## src/rtl/core_pkg.sv

```systemverilog
// Shared definitions for the RV32 fetch path.
//   XLEN             : architectural register width
//   NOP_INSTR        : canonical NOP (addi x0, x0, 0)
//   RESET_PC_DEFAULT : default first fetch address after reset
//   fetch_entry_t    : one buffered {pc, instr} pair; the low two bits of both
//                      fields are implicit (PC word aligned, instr[1:0] = 2'b11)
package core_pkg;

    localparam int XLEN = 32;

    localparam logic [XLEN-1:0] NOP_INSTR        = 32'h0000_0013;
    localparam logic [XLEN-1:0] RESET_PC_DEFAULT = 32'h0000_0000;

    typedef struct packed {
        logic [XLEN-1:2] pc;
        logic [XLEN-1:2] instr;
    } fetch_entry_t;

    localparam int ENTRY_W = $bits(fetch_entry_t);

endpackage

```

## src/rtl/fetch_fifo.sv

```systemverilog
// Generic DEPTH x WIDTH synchronous FIFO with a synchronous clear.
//   clk_i / rst_ni : clock, async active-low reset (pointers and count only)
//   clear_i        : drop all contents; wins over push_i / pop_i
//   push_i/wdata_i : write one entry (caller guarantees room, or a same-cycle pop)
//   pop_i          : retire the head entry (caller guarantees non-empty)
//   rdata_o        : head entry, combinational from storage
//   count_o        : occupancy, 0..DEPTH
//   full_o/empty_o : occupancy flags
module fetch_fifo #(
    parameter int DEPTH = 4,
    parameter int WIDTH = 60
) (
    input  logic                     clk_i,
    input  logic                     rst_ni,
    input  logic                     clear_i,
    input  logic                     push_i,
    input  logic                     pop_i,
    input  logic [WIDTH-1:0]         wdata_i,
    output logic [WIDTH-1:0]         rdata_o,
    output logic [$clog2(DEPTH):0]   count_o,
    output logic                     full_o,
    output logic                     empty_o
);

    localparam int PTR_W = $clog2(DEPTH);

    logic [PTR_W-1:0] wr_ptr_q, wr_ptr_d;
    logic [PTR_W-1:0] rd_ptr_q, rd_ptr_d;
    logic [PTR_W:0]   count_q,  count_d;

    // Storage carries no reset; the valid window is defined by the pointers.
    logic [WIDTH-1:0] mem_q [DEPTH];

    always_comb begin
        wr_ptr_d = wr_ptr_q;
        rd_ptr_d = rd_ptr_q;
        count_d  = count_q;
        if (clear_i) begin
            wr_ptr_d = '0;
            rd_ptr_d = '0;
            count_d  = '0;
        end else begin
            // DEPTH is a power of two, so pointer overflow is the wrap.
            if (push_i) wr_ptr_d = wr_ptr_q + PTR_W'(1);
            if (pop_i)  rd_ptr_d = rd_ptr_q + PTR_W'(1);
            count_d = count_q + (PTR_W+1)'(push_i) - (PTR_W+1)'(pop_i);
        end
    end

    always_ff @(posedge clk_i or negedge rst_ni) begin
        if (!rst_ni) begin
            wr_ptr_q <= '0;
            rd_ptr_q <= '0;
            count_q  <= '0;
        end else begin
            wr_ptr_q <= wr_ptr_d;
            rd_ptr_q <= rd_ptr_d;
            count_q  <= count_d;
        end
    end

    // At full with a same-cycle pop, wr_ptr == rd_ptr: the head is read
    // combinationally before the edge overwrites that slot.
    always_ff @(posedge clk_i) begin
        if (push_i && !clear_i) mem_q[wr_ptr_q] <= wdata_i;
    end

    assign rdata_o = mem_q[rd_ptr_q];
    assign count_o = count_q;
    assign full_o  = (count_q == (PTR_W+1)'(DEPTH));
    assign empty_o = (count_q == '0);

endmodule

```

## src/rtl/fetch_queue.sv

```systemverilog
// Instruction fetch queue between the I-cache and decode.
// Runs the fetch PC ahead of decode and buffers up to DEPTH {pc, instr}
// pairs; a flush discards everything buffered and redirects fetch.
//   clk_i, rst_i          : clock, async active-low reset
//   cache_blocking_n_i    : cache word valid for cache_address_o this cycle
//   cache_instr_i         : instruction [31:2]
//   cache_address_o       : registered fetch word address [31:2]
//   flush_i, flush_pc_i   : redirect request and target [31:2]
//   stall_i               : decode cannot take the head this cycle
//   valid_o, instr_o, pc_o: head entry
//   count_o, full_o       : occupancy
module fetch_queue
    import core_pkg::*;
#(
    parameter int              DEPTH        = 4,
    parameter logic [XLEN-1:0] RESET_PC     = RESET_PC_DEFAULT,
    parameter bit              NOP_ON_EMPTY = 1'b1
) (
    input  logic                   clk_i,
    input  logic                   rst_i,
    input  logic                   cache_blocking_n_i,
    input  logic [XLEN-1:2]        cache_instr_i,
    output logic [XLEN-1:2]        cache_address_o,
    input  logic                   flush_i,
    input  logic [XLEN-1:2]        flush_pc_i,
    input  logic                   stall_i,
    output logic                   valid_o,
    output logic [XLEN-1:2]        instr_o,
    output logic [XLEN-1:2]        pc_o,
    output logic [$clog2(DEPTH):0] count_o,
    output logic                   full_o
);

    logic [XLEN-1:2] fetch_pc_q,   fetch_pc_d;
    logic [XLEN-1:2] last_pc_q,    last_pc_d;
    logic [XLEN-1:2] last_instr_q, last_instr_d;

    logic         push, pop, empty;
    fetch_entry_t wr_entry, head;
    logic [ENTRY_W-1:0] head_raw;

    assign valid_o  = ~empty;
    assign wr_entry = '{pc: fetch_pc_q, instr: cache_instr_i};
    assign head     = fetch_entry_t'(head_raw);

    always_comb begin
        // Flush kills both sides of the queue for this cycle.
        pop  = valid_o & ~stall_i & ~flush_i;
        push = cache_blocking_n_i & ~flush_i & (~full_o | pop);

        fetch_pc_d = fetch_pc_q;
        if (flush_i)   fetch_pc_d = flush_pc_i;
        else if (push) fetch_pc_d = fetch_pc_q + 1'b1;

        // Remember the most recent head so outputs stay defined when empty.
        last_pc_d    = last_pc_q;
        last_instr_d = last_instr_q;
        if (valid_o) begin
            last_pc_d    = head.pc;
            last_instr_d = head.instr;
        end
    end

    always_ff @(posedge clk_i or negedge rst_i) begin
        if (!rst_i) begin
            fetch_pc_q   <= RESET_PC[XLEN-1:2];
            last_pc_q    <= RESET_PC[XLEN-1:2];
            last_instr_q <= NOP_INSTR[XLEN-1:2];
        end else begin
            fetch_pc_q   <= fetch_pc_d;
            last_pc_q    <= last_pc_d;
            last_instr_q <= last_instr_d;
        end
    end

    fetch_fifo #(
        .DEPTH (DEPTH),
        .WIDTH (ENTRY_W)
    ) u_fifo (
        .clk_i   (clk_i),
        .rst_ni  (rst_i),
        .clear_i (flush_i),
        .push_i  (push),
        .pop_i   (pop),
        .wdata_i (wr_entry),
        .rdata_o (head_raw),
        .count_o (count_o),
        .full_o  (full_o),
        .empty_o (empty)
    );

    assign cache_address_o = fetch_pc_q;
    assign pc_o            = valid_o ? head.pc : last_pc_q;
    assign instr_o         = valid_o ? head.instr
                           : (NOP_ON_EMPTY ? NOP_INSTR[XLEN-1:2] : last_instr_q);

endmodule

```

## config.mk

```make
export PLATFORM = sky130hd
export DESIGN_NAME = fetch_queue
export DESIGN_NICKNAME = d
export VERILOG_FILES = /design/src/rtl/core_pkg.sv /design/src/rtl/fetch_fifo.sv /design/src/rtl/fetch_queue.sv
export SDC_FILE = /design/constraint.sdc
export NUM_CORES = 1
export LEC_CHECK = 0
export BUFFER_PORTS_ARGS = -buffer_cell sky130_fd_sc_hd__buf_2
export CORE_ASPECT_RATIO = 1.5
export CORE_MARGIN = 2
export CORE_UTILIZATION = 32
export CTS_BUF_LIST = sky130_fd_sc_hd__clkbuf_2
export DETAILED_ROUTE_END_ITERATION = 8
export GPL_ROUTABILITY_DRIVEN = 1
export SLEW_MARGIN = 10
export SYNTH_ARGS = -nofsm -noshare
export SYNTH_HDL_FRONTEND = slang
export SYNTH_HIERARCHICAL = 1
export SYNTH_SLANG_ARGS = --single-unit
```

## constraint.sdc

```tcl
create_clock -name clk_i -period 3.7 [get_ports clk_i]
set_input_delay 0 -clock clk_i [delete_from_list [all_inputs] [get_ports clk_i]]
set_output_delay 0 -clock clk_i [all_outputs]
set_load 0.005 [all_outputs]
```

==> results.sh <==
export IMPL_status="completed"
export IMPL_io_buffers=159
export IMPL_drtIter0Drc=331
export IMPL_fin_worst_skew_ns=0.0896
export IMPL_rsz0062_at_grt="false"
export IMPL_synth_nets=747
export IMPL_fill_cells=3575
export IMPL_syn_avg_cell_area_sq_um=18.3
export IMPL_crit_path_start_kind="flip-flop"
export IMPL_yosysMostFrequentCell="edfxtp_1"
export IMPL_chipWidth_um=164
export IMPL_slowest_stage="buf_4"
export IMPL_path_cells="nor3_2 -> buf_4 -> mux2_2 -> buf_2"
export IMPL_postCtsSetupRepairBufs=0
export IMPL_critPathTopFamily="buffers and inverters"
export IMPL_syn_inst=674
export IMPL_grt_pass1_wl_um=45700
export IMPL_power_w=0.00842
export IMPL_ir_worst_vdd_uv=357
export IMPL_met1_usage_pct=17.6
export IMPL_setup_violations=0
export IMPL_reg2reg_slack_ns=0.70
export IMPL_cts_max_level=3
export IMPL_slowest_delay_ns=0.70
export IMPL_use_met2_pct=26.9
export IMPL_cp_buffers_inverters=2
export IMPL_yosysTopAreaCell="edfxtp_1"
export IMPL_globalplace_congestion=0.749
export IMPL_ys_flop_type="edfxtp_1"
export IMPL_grtUsageTotal_pct=15.1
export IMPL_clkLatencyLatePin_ns=0.92
export IMPL_rows=88
export IMPL_drive_gt1_share_pct=34.6
export IMPL_start_util_pct=32.3
export IMPL_place_inst=1303
export IMPL_clk_pin_slew_worst_paths_ns=0.12
export IMPL_drv_slew=0
export IMPL_grt_met3_usage_pct=3.36
export IMPL_yosys_warnings=6
export IMPL_final_area_sq_mm=0.0161
export IMPL_final_setup_tns_ns=0
export IMPL_worst_r2r_path_depth=7
export IMPL_drt_wl_total_um=29500
export IMPL_antenna_found_initial=1
export IMPL_seq_area_frac_synth_pct=71.9
export IMPL_worst_pin_slew_ns=1.23
export IMPL_maxCapViolCount=0
export IMPL_grt_max_degree=68
export IMPL_synth_top_area_share_pct=58.3
export IMPL_fmax_mhz=323
export IMPL_viasPerCell=4.72
export IMPL_hold_violations=0
export IMPL_crit_arrival_ns=3.09
export IMPL_r2r_end="u_fifo/mem_q[2][28]$_DFFE_PP_"
export IMPL_place_area_sq_mm=0.0137
export IMPL_cts_root_buf="clkbuf_2"
export IMPL_gr_total_overflow=0
export IMPL_core_sq_mm=0.0383
export IMPL_grt_pass1_vias=8149
export IMPL_min_period_ns=3.09
export IMPL_syn_to_final_growth_pct=30.0
export IMPL_critPathKind="reg -> out"
export IMPL_post_synth_num_cell_types=45
export IMPL_max_slew_margin_rel_pct=17.6
export IMPL_p_leak_nw=5.82
export IMPL_ant_nets=0
export IMPL_wl_per_cell_um=18.3
export IMPL_powerDensity_mw_per_mm2=524
export IMPL_top_usage_layer="met2"
export IMPL_synth_edf_count=240
export IMPL_clockBufferDepth=3
export IMPL_ys_top_cells_by_area="edfxtp_1, dfrtp_1, mux4_2"
export IMPL_fin_cells=1607
export IMPL_yosys_register_bits=307
export IMPL_critPathMaxFanout=60
export IMPL_dpl_hpwl_um=17900
export IMPL_drtPass1Iterations=4
export IMPL_period_share_pct=83.5
export IMPL_finalNetCount=1127
export IMPL_synthArstFlopShare_pct=21.8
export IMPL_crit_path_end_kind="output pin"
export IMPL_cts_sinks=307
export IMPL_hold_path_class="in -> async"
export IMPL_reg2reg_from="u_fifo/count_o[1]$_DFF_PN0_"
export IMPL_required_ns=3.70
export IMPL_synth_common_cells="edfxtp_1, dfrtp_1, mux4_2"
export IMPL_final_util_pct=42.0
export IMPL_vias=7593
export IMPL_cts_made_buffers=73
export IMPL_dieArea_sq_mm=0.0403
export IMPL_cts_tree="built"
export IMPL_netlist_area_sq_mm=0.0124
export IMPL_drc=0
export IMPL_design_portCount=160
export IMPL_fp_dieH_um=245
==> metal layers <==
layer	up-vias	wire (um)
li1	3497	-
met1	3857	11700
met2	205	15700
met3	34	1440
met4	0	580
met5	-	0
==> cell type report <==
| cell class | count | area, sq um | area share [%] |
|---|---|---|---|
| Timing Repair Buffer | 339 | 2660 | 16.5 |
| Sequential cell | 307 | 8890 | 55.3 |
| Inverter | 9 | 33.8 | 0.210 |
| Clock buffer | 110 | 551 | 3.42 |
| Antenna cell | 1 | 2.50 | 0.0156 |
| Multi-Input combinational cell | 324 | 3200 | 19.9 |
| Tap cell | 495 | 619 | 3.85 |
| Clock inverter | 22 | 115 | 0.716 |
==> cell families (layout without fill, tap and decap cells) <==
group                      after synthesis  count (layout)  share of synthesized area, %
xor gates and xnor gates                10              10                         0.820
DFF                                    307             307                          71.9
adders and majority gates                8               8                         0.870
muxes                                   92              92                          13.9
other                                    0               1                             0
AOI/OAI and AO/OA                       57              57                          3.09
buffers and inverters                   43             480                          2.34
and+or+nand+nor                        157             157                          7.11
==> worst max-delay path by stage <==
stage / slack [ns] / endpoint / cells after the start / from
global placement: 0.82 / u_fifo/mem_q[2][10]$_DFFE_PP_ / 7 / u_fifo/count_o[1]$_DFF_PN0_
CTS: 0.38 / pc_o[13] / 4 / u_fifo/rd_ptr_q[0]$_DFFE_PN0P_
floorplan: 0.24 / u_fifo/mem_q[0][0]$_DFFE_PP_ / 7 / u_fifo/count_o[1]$_DFF_PN0_
finish: 0.61 / pc_o[14] / 4 / u_fifo/count_o[1]$_DFF_PN0_
detailed placement: 0.67 / u_fifo/mem_q[2][22]$_DFFE_PP_ / 7 / u_fifo/count_o[1]$_DFF_PN0_
global route: 0.35 / pc_o[23] / 4 / u_fifo/count_o[1]$_DFF_PN0_
==> placed cells by master (no fill, tap or decap), drive strengths merged, types with 15 or more instances in the layout <==
master / count
nor2: 29
mux2: 30
nor2b: 33
a31oi: 20
or4: 16
clkinv: 20
dfrtp: 67
dlygate4sd3: 170
nand2: 22
edfxtp: 240
clkbuf: 110
o21ai: 15
mux4: 60
buf: 169
==> through the flow <==
step / hold WS [ns] / worst slack (ns)
floorplan: -0.296 / 0.238
global placement: 0.213 / 0.821
detailed placement: 0.212 / 0.667
CTS: 0.0571 / 0.382
global route: 0.126 / 0.351
finish: 0.183 / 0.609
==> worst min-delay path, cell delays in order <==
cell and delay, ns:
dlygate4sd3_1 0.51, dlygate4sd3_1 0.54, buf_4 0.13, buf_16 0.32
==> power breakdown <==
part           leakage (nW)  internal (W)  switching [W]
clock                 0.518      0.000862        0.00130
sequential             2.95       0.00403       0.000209
combinational          2.36       0.00107       0.000945
total                  5.82       0.00596        0.00245
==> registers in the layout (all words and copies together), names as in the netlist <==
signal / flops
u_fifo/count_o: 3
u_fifo/mem_q: 240
last_pc_q: 30
u_fifo/wr_ptr_q: 2
u_fifo/rd_ptr_q: 2
cache_address_o: 30
==> timing repair <==
item | CTS | global route
endpoints found under the hold margin | 224 | 0
endpoints found under the setup margin | 0 | 0
hold buffers | 171 | 0
resized for setup | 0 | 0
Power figures use the tool's default switching activity.
